File: config.mk
export PLATFORM = sky130hd
export DESIGN_NAME = imem_boot_loader_flat
export DESIGN_NICKNAME = d
export VERILOG_FILES = /design/src/rtl/imem_boot_loader_if.sv /design/src/rtl/imem_boot_loader.sv /design/src/flat_wrapper.sv
export SDC_FILE = /design/constraint.sdc
export NUM_CORES = 1
export LEC_CHECK = 0
export ABC_AREA = 0
export CAP_MARGIN = 0
export CORE_MARGIN = 4
export CORE_UTILIZATION = 50
export DETAILED_ROUTE_END_ITERATION = 8
export MAX_ROUTING_LAYER = met4
export PLACE_DENSITY = 0.71
export SLEW_MARGIN = 5
export SYNTH_ARGS = -nofsm -noshare
export SYNTH_HDL_FRONTEND = slang
export SYNTH_SLANG_ARGS = --single-unit
File: constraint.sdc
create_clock -name clk -period 3.36 [get_ports clk]
set_clock_uncertainty 0.1 [all_clocks]
set_input_delay 0.84 -clock clk [delete_from_list [all_inputs] [get_ports clk]]
set_output_delay 0.84 -clock clk [all_outputs]
set_load 0.005 [all_outputs]
File: src/rtl/imem_boot_loader_if.sv
// rtl/imem_boot_loader_if.sv - loader handshake and instruction-memory write bus
interface imem_boot_loader_if #(
    parameter int ADDR_W = 6
);
    logic              load_req;
    logic              rx_valid;
    logic [7:0]        rx_data;
    logic              rx_ready;
    logic              imem_we;
    logic [ADDR_W-1:0] imem_addr;
    logic [31:0]       imem_wdata;
    logic              core_start;
    logic              busy;
    logic              done;
    logic              error;
    logic [15:0]       words_loaded;

    modport slave (
        input  load_req, rx_valid, rx_data,
        output rx_ready, imem_we, imem_addr, imem_wdata,
               core_start, busy, done, error, words_loaded
    );

    modport master (
        output load_req, rx_valid, rx_data,
        input  rx_ready, imem_we, imem_addr, imem_wdata,
               core_start, busy, done, error, words_loaded
    );
endinterface

File: src/rtl/imem_boot_loader.sv
// rtl/imem_boot_loader.sv - byte-serial image loader into instruction memory, then core start pulse
// Define LOADER_CSUM_EN to require a trailing XOR checksum byte after the data words.
module imem_boot_loader #(
    parameter int ADDR_W       = 6,
    parameter int START_CYCLES = 2
) (
    input  logic                clk,
    input  logic                reset,
    imem_boot_loader_if.slave   bus
);
    localparam logic [16:0] DEPTH = 17'(2 ** ADDR_W);
    localparam int          SC_W  = (START_CYCLES > 1) ? $clog2(START_CYCLES) : 1;
    localparam logic [SC_W-1:0] SC_LAST = SC_W'(START_CYCLES - 1);

    typedef enum logic [2:0] {
        S_IDLE, S_LEN_LO, S_LEN_HI, S_DATA, S_CSUM, S_START, S_DONE, S_ERROR
    } state_t;

    state_t          state, state_nxt;
    logic [7:0]      len_lo;
    logic [15:0]     len;
    logic [1:0]      lane;
    logic [23:0]     pack;
    logic [SC_W-1:0] sc_cnt;
`ifdef LOADER_CSUM_EN
    logic [7:0]      csum;
`endif

    logic        xfer;
    logic        load_ok;
    logic        last_word;
    logic [15:0] len_in;

    assign xfer      = bus.rx_valid & bus.rx_ready;
    assign load_ok   = bus.load_req & ((state == S_IDLE) | (state == S_DONE) | (state == S_ERROR));
    assign last_word = (bus.words_loaded + 16'd1) == len;
    assign len_in    = {bus.rx_data, len_lo};

    // Status outputs are pure decodes of the state register, so they reset cleanly.
    assign bus.rx_ready   = (state == S_LEN_LO) | (state == S_LEN_HI) | (state == S_DATA) | (state == S_CSUM);
    assign bus.busy       = (state == S_LEN_LO) | (state == S_LEN_HI) | (state == S_DATA) |
                            (state == S_CSUM)   | (state == S_START);
    assign bus.core_start = (state != S_DONE);
    assign bus.done       = (state == S_DONE);
    assign bus.error      = (state == S_ERROR);

    always_ff @(posedge clk or negedge reset) begin
        if (!reset) state <= S_IDLE;
        else        state <= state_nxt;
    end

    always_comb begin
        state_nxt = state;
        case (state)
            S_IDLE, S_DONE, S_ERROR: if (bus.load_req) state_nxt = S_LEN_LO;
            S_LEN_LO: if (xfer) state_nxt = S_LEN_HI;
            S_LEN_HI: begin
                if (xfer) begin
                    if (len_in == 16'd0)              state_nxt = S_START;
                    else if ({1'b0, len_in} > DEPTH)  state_nxt = S_ERROR;
                    else                              state_nxt = S_DATA;
                end
            end
            S_DATA: begin
                if (xfer && lane == 2'd3 && last_word) begin
`ifdef LOADER_CSUM_EN
                    state_nxt = S_CSUM;
`else
                    state_nxt = S_START;
`endif
                end
            end
`ifdef LOADER_CSUM_EN
            S_CSUM: if (xfer) state_nxt = (bus.rx_data == csum) ? S_START : S_ERROR;
`endif
            S_START: if (sc_cnt == SC_LAST) state_nxt = S_DONE;
            default: state_nxt = S_IDLE;
        endcase
    end

    always_ff @(posedge clk or negedge reset) begin
        if (!reset) begin
            bus.imem_we      <= 1'b0;
            bus.imem_addr    <= '0;
            bus.imem_wdata   <= '0;
            bus.words_loaded <= '0;
            len_lo           <= '0;
            len              <= '0;
            lane             <= '0;
            pack             <= '0;
            sc_cnt           <= '0;
`ifdef LOADER_CSUM_EN
            csum             <= '0;
`endif
        end else begin
            bus.imem_we <= 1'b0;
            // The address moves on only after the write cycle has presented it.
            if (bus.imem_we) bus.imem_addr <= bus.imem_addr + 1'b1;
            sc_cnt <= (state == S_START) ? sc_cnt + 1'b1 : '0;

            if (load_ok) begin
                bus.words_loaded <= '0;
                bus.imem_addr    <= '0;
                lane             <= '0;
`ifdef LOADER_CSUM_EN
                csum             <= '0;
`endif
            end

            if (xfer) begin
                case (state)
                    S_LEN_LO: len_lo <= bus.rx_data;
                    S_LEN_HI: len    <= len_in;
                    S_DATA: begin
                        lane <= lane + 2'd1;
`ifdef LOADER_CSUM_EN
                        csum <= csum ^ bus.rx_data;
`endif
                        case (lane)
                            2'd0: pack[7:0]   <= bus.rx_data;
                            2'd1: pack[15:8]  <= bus.rx_data;
                            2'd2: pack[23:16] <= bus.rx_data;
                            default: begin
                                bus.imem_wdata   <= {bus.rx_data, pack};
                                bus.imem_we      <= 1'b1;
                                bus.words_loaded <= bus.words_loaded + 16'd1;
                            end
                        endcase
                    end
                    default: ;
                endcase
            end
        end
    end
endmodule

File: src/flat_wrapper.sv
// flat-port wrapper written by rule: the top's interface ports become plain ports
module imem_boot_loader_flat 
#(
    parameter int ADDR_W       = 6,
    parameter int START_CYCLES = 2
)
  (clk, reset, bus_load_req, bus_rx_valid, bus_rx_data, bus_rx_ready, bus_imem_we, bus_imem_addr, bus_imem_wdata, bus_core_start, bus_busy, bus_done, bus_error, bus_words_loaded);
  imem_boot_loader_if #(.ADDR_W(ADDR_W)) bus_i ();
  input  logic clk;
  input  logic reset;
  input wire logic [$bits(bus_i.load_req)-1:0] bus_load_req;
  input wire logic [$bits(bus_i.rx_valid)-1:0] bus_rx_valid;
  input wire logic [$bits(bus_i.rx_data)-1:0] bus_rx_data;
  output wire logic [$bits(bus_i.rx_ready)-1:0] bus_rx_ready;
  output wire logic [$bits(bus_i.imem_we)-1:0] bus_imem_we;
  output wire logic [$bits(bus_i.imem_addr)-1:0] bus_imem_addr;
  output wire logic [$bits(bus_i.imem_wdata)-1:0] bus_imem_wdata;
  output wire logic [$bits(bus_i.core_start)-1:0] bus_core_start;
  output wire logic [$bits(bus_i.busy)-1:0] bus_busy;
  output wire logic [$bits(bus_i.done)-1:0] bus_done;
  output wire logic [$bits(bus_i.error)-1:0] bus_error;
  output wire logic [$bits(bus_i.words_loaded)-1:0] bus_words_loaded;
  assign bus_i.load_req = bus_load_req;
  assign bus_i.rx_valid = bus_rx_valid;
  assign bus_i.rx_data = bus_rx_data;
  assign bus_rx_ready = bus_i.rx_ready;
  assign bus_imem_we = bus_i.imem_we;
  assign bus_imem_addr = bus_i.imem_addr;
  assign bus_imem_wdata = bus_i.imem_wdata;
  assign bus_core_start = bus_i.core_start;
  assign bus_busy = bus_i.busy;
  assign bus_done = bus_i.done;
  assign bus_error = bus_i.error;
  assign bus_words_loaded = bus_i.words_loaded;
  imem_boot_loader #(.ADDR_W(ADDR_W), .START_CYCLES(START_CYCLES)) u_core (.clk(clk), .reset(reset), .bus(bus_i));
endmodule
==> results.toml <==
[layout]
diodes = 0
fillers = 838
final_nets = 589
area.growth.synth_to_final_pct = 21.3
final_cell_mix = "nand2_1, dfrtp_1, clkdlybuf4s50_1, mux2_2, o21ai_0"
drive_gt1_frac = 0.160
layout_commonest_cell = "nand2_1"
finalCoreUtilization = 0.629

[place]
port_buffers = 71
pre_cts_ws_ns = 0.170
gp_congestion = 0.921
dp_hpwl_um = 8490

[floorplanning]
die_x_um = 109
initial_core_util = 0.518
dieHeight_um = 109
io_pins = 72
die-area_sq_um = 12000
rows = 36
coreArea_sq_um = 9910

[clock_tree]
h-tree-depth = 3
cts_tree = "built"
clock_latency_ns = 0.37
numCtsBuffers = 9
clk_pin_slew_ns = 0.10
cts-root-buf = "clkbuf_8"
clk_path_buf_depth = 2
cts.sinks = 109
post_cts_buffers = 0

[yosys]
ys_types = 52
seq_area_frac_synth = 0.531
yosys.area_share.xor_xnor = 0.0443
yosys.area_share.simple = 0.186
synth_edf_count = 0
muxShareOfSynthArea = 0.107
synth-seq-cells = 109
synth_top_family_by_area = "simple AND/OR/NAND/NOR gates"
avgSynthCellArea_sq_um = 10.4
synthTopCellsByArea = "dfrtp_1, mux2_2, nand2_1"
syn_nets = 514
synth_top_flop_cell = "dfrtp_1"
netlist.top_cell.by_area = "dfrtp_1"
syn_area_sq_um = 5130
synth_compound_area_frac = 0.0870
synth_warnings = 0
synth_top_area_share = 0.531
synthArstFlopShare = 1.00
syn_inst = 495
synthAdderAreaFrac = 0.0171

[worst_setup_path]
worst-endpoint-arrival_ns = 2.22
setup.worst_path.class = "reg -> out"
worstPathRequired_ns = 2.42
critical_path.endpoint_type = "output port"
crit_chain = "nor2_1 > a21boi_1 > clkdlybuf4s50_1"
critPathMaxFanout = 15
critPathSlowestCell = "dfrtp_1"
max_stage_delay_ns = 0.61
critical_path_buf_inv_count = 1
reg2reg_depth = 8
rrSetupSlack_ns = 0.45
worstSetupStartpointType = "flop"
critPathTopFamily = "flip-flops"
path_depth = 3

[route]
drt_pre_antenna_iters = 4
drtIter0Drc = 256
ant_nets = 0
vias_per_cell = 5.48
wire_per_inst_um = 16.9
vias = 3872
drt_wl_total_um = 11900
drcViolationCount = 0

[sta]
timing.setup.tns_ns = 0
rsz0062_at_grt = "false"
hold_viol = 0
worst_pin_slew_ns = 0.584
fmax_ghz = 0.316
fin_crit_ns = 3.16
slew_headroom = 0.608
setup_viol = 0
maxSlewViolCount = 0
worst_slack_ns = 0.196
fin_crit_sh = 0.942
holdWs_ns = 0.356

[global_routing]
busiest_layer = "met2"
grt-ovfl-total = 0
grt_pass1_vias = 3939
antenna_found_initial = 0
grt_pass1_wl_um = 20100
use_met2 = 0.340
globalRouteMet1Util = 0.303
grt_start_max_net_pins = 68
grtUsageMet3 = 0.0382
grtUsageTotal = 0.222

[job]
max-cap-violations = 0

[power]
powerDensity_nw_per_um2 = 729
ir_worst_vdd_mv = 0.379
leakagePower_nw = 2.78

[min_path]
hold_path_class = "in -> async"

[status]
status = "completed"
==> worst paths after layout <==
path | endpoint | from
worst max-delay path | bus_busy | u_core.state[1]
worst min-delay path | u_core.bus.imem_wdata[4] | reset
worst max register to register | u_core.state[2] | u_core.bus.words_loaded[0]
worst min register to register | u_core.bus.imem_wdata[1] | u_core.pack[1]
max in group asynchronous | u_core.lane[1] | reset
min in group clk | u_core.bus.imem_wdata[1] | u_core.pack[1]
==> per-layer routing <==
layer | up-vias | part of all wire
li1 | 1850 | -
met1 | 1903 | 0.47
met2 | 103 | 0.47
met3 | 16 | 0.045
met4 | 0 | 0.018
met5 | - | 0
==> cells by family (layout without fill, tap and decap cells) <==
kind of cell               after synthesis  after routing
and+or+nand+nor                        205            205
buffers and inverters                   31            110
AOI/OAI and AO/OA                       68             68
adders and majority gates                7              7
xor gates and xnor gates                26             26
DFF                                    109            109
muxes                                   49             49
==> per-stage QoR <==
| stage | cell area (sq um) | power (mW) | cells |
|---|---|---|---|
| 2_1_floorplan | 5130 | 3.03 | 495 |
| 3_3_place_gp | 6030 | 3.70 | 692 |
| 3_5_place_dp | 6030 | 3.77 | 692 |
| 4_1_cts | 6230 | 4.59 | 707 |
| 5_1_grt | 6230 | 4.85 | 707 |
| 6_report | 6230 | 4.54 | 707 |
==> registers in the layout, indices dropped and copies added, names as in the netlist <==
register                 flops
u_core.bus.imem_wdata       32
u_core.pack                 24
u_core.bus.words_loaded     16
u_core.len                  16
u_core.len_lo                8
u_core.bus.imem_addr         6
u_core.state                 3
u_core.lane                  2
u_core.bus.imem_we           1
u_core.sc_cnt                1
==> final cells by class <==
type                            instances  area [sq um]  area share
Multi-Input combinational cell        355          2270       0.365
Inverter                                9          33.8     0.00542
Clock buffer                            9           124      0.0199
Timing Repair Buffer                   86           833       0.134
Clock inverter                          6          71.3      0.0114
Sequential cell                       109          2730       0.438
Tap cell                              133           166      0.0267
==> repair_timing <==
item,CTS,global route
gates resized for setup,1,0
hold buffers,0,0
setup endpoints to repair,1,0
==> cells in the mapped netlist, types with 2 or more instances <==
master      n
a21oi_1     8
and3_1      4
nand3_1    10
nor4b_1     2
clkbuf_1   18
a32oi_1     2
nand2b_1    4
nor4_1      2
xnor2_1    16
inv_1       8
a221oi_1    2
o31ai_1     5
or2_2       2
nand4_1     8
dfrtp_1   109
nand2_1   129
xor2_1     10
or3_1       4
nor2_1     20
nand4b_1    3
and4_4      2
a21o_1      2
buf_6       2
o41ai_1     3
ha_1        7
nor2b_1     3
nor3_1      3
and2_2      2
o21ai_0    33
o22ai_1     2
buf_4       2
mux2_2     48
==> report_power, final <==
part / leakage [nW] / total (mW) / switching, mW / internal (mW)
clock: 0.0976 / 0.803 / 0.454 / 0.349
combinational: 1.28 / 1.55 / 0.638 / 0.911
sequential: 1.40 / 2.19 / 0.381 / 1.81
total: 2.78 / 4.54 / 1.47 / 3.07
No activity file was read; power rests on OpenSTA's default activity.
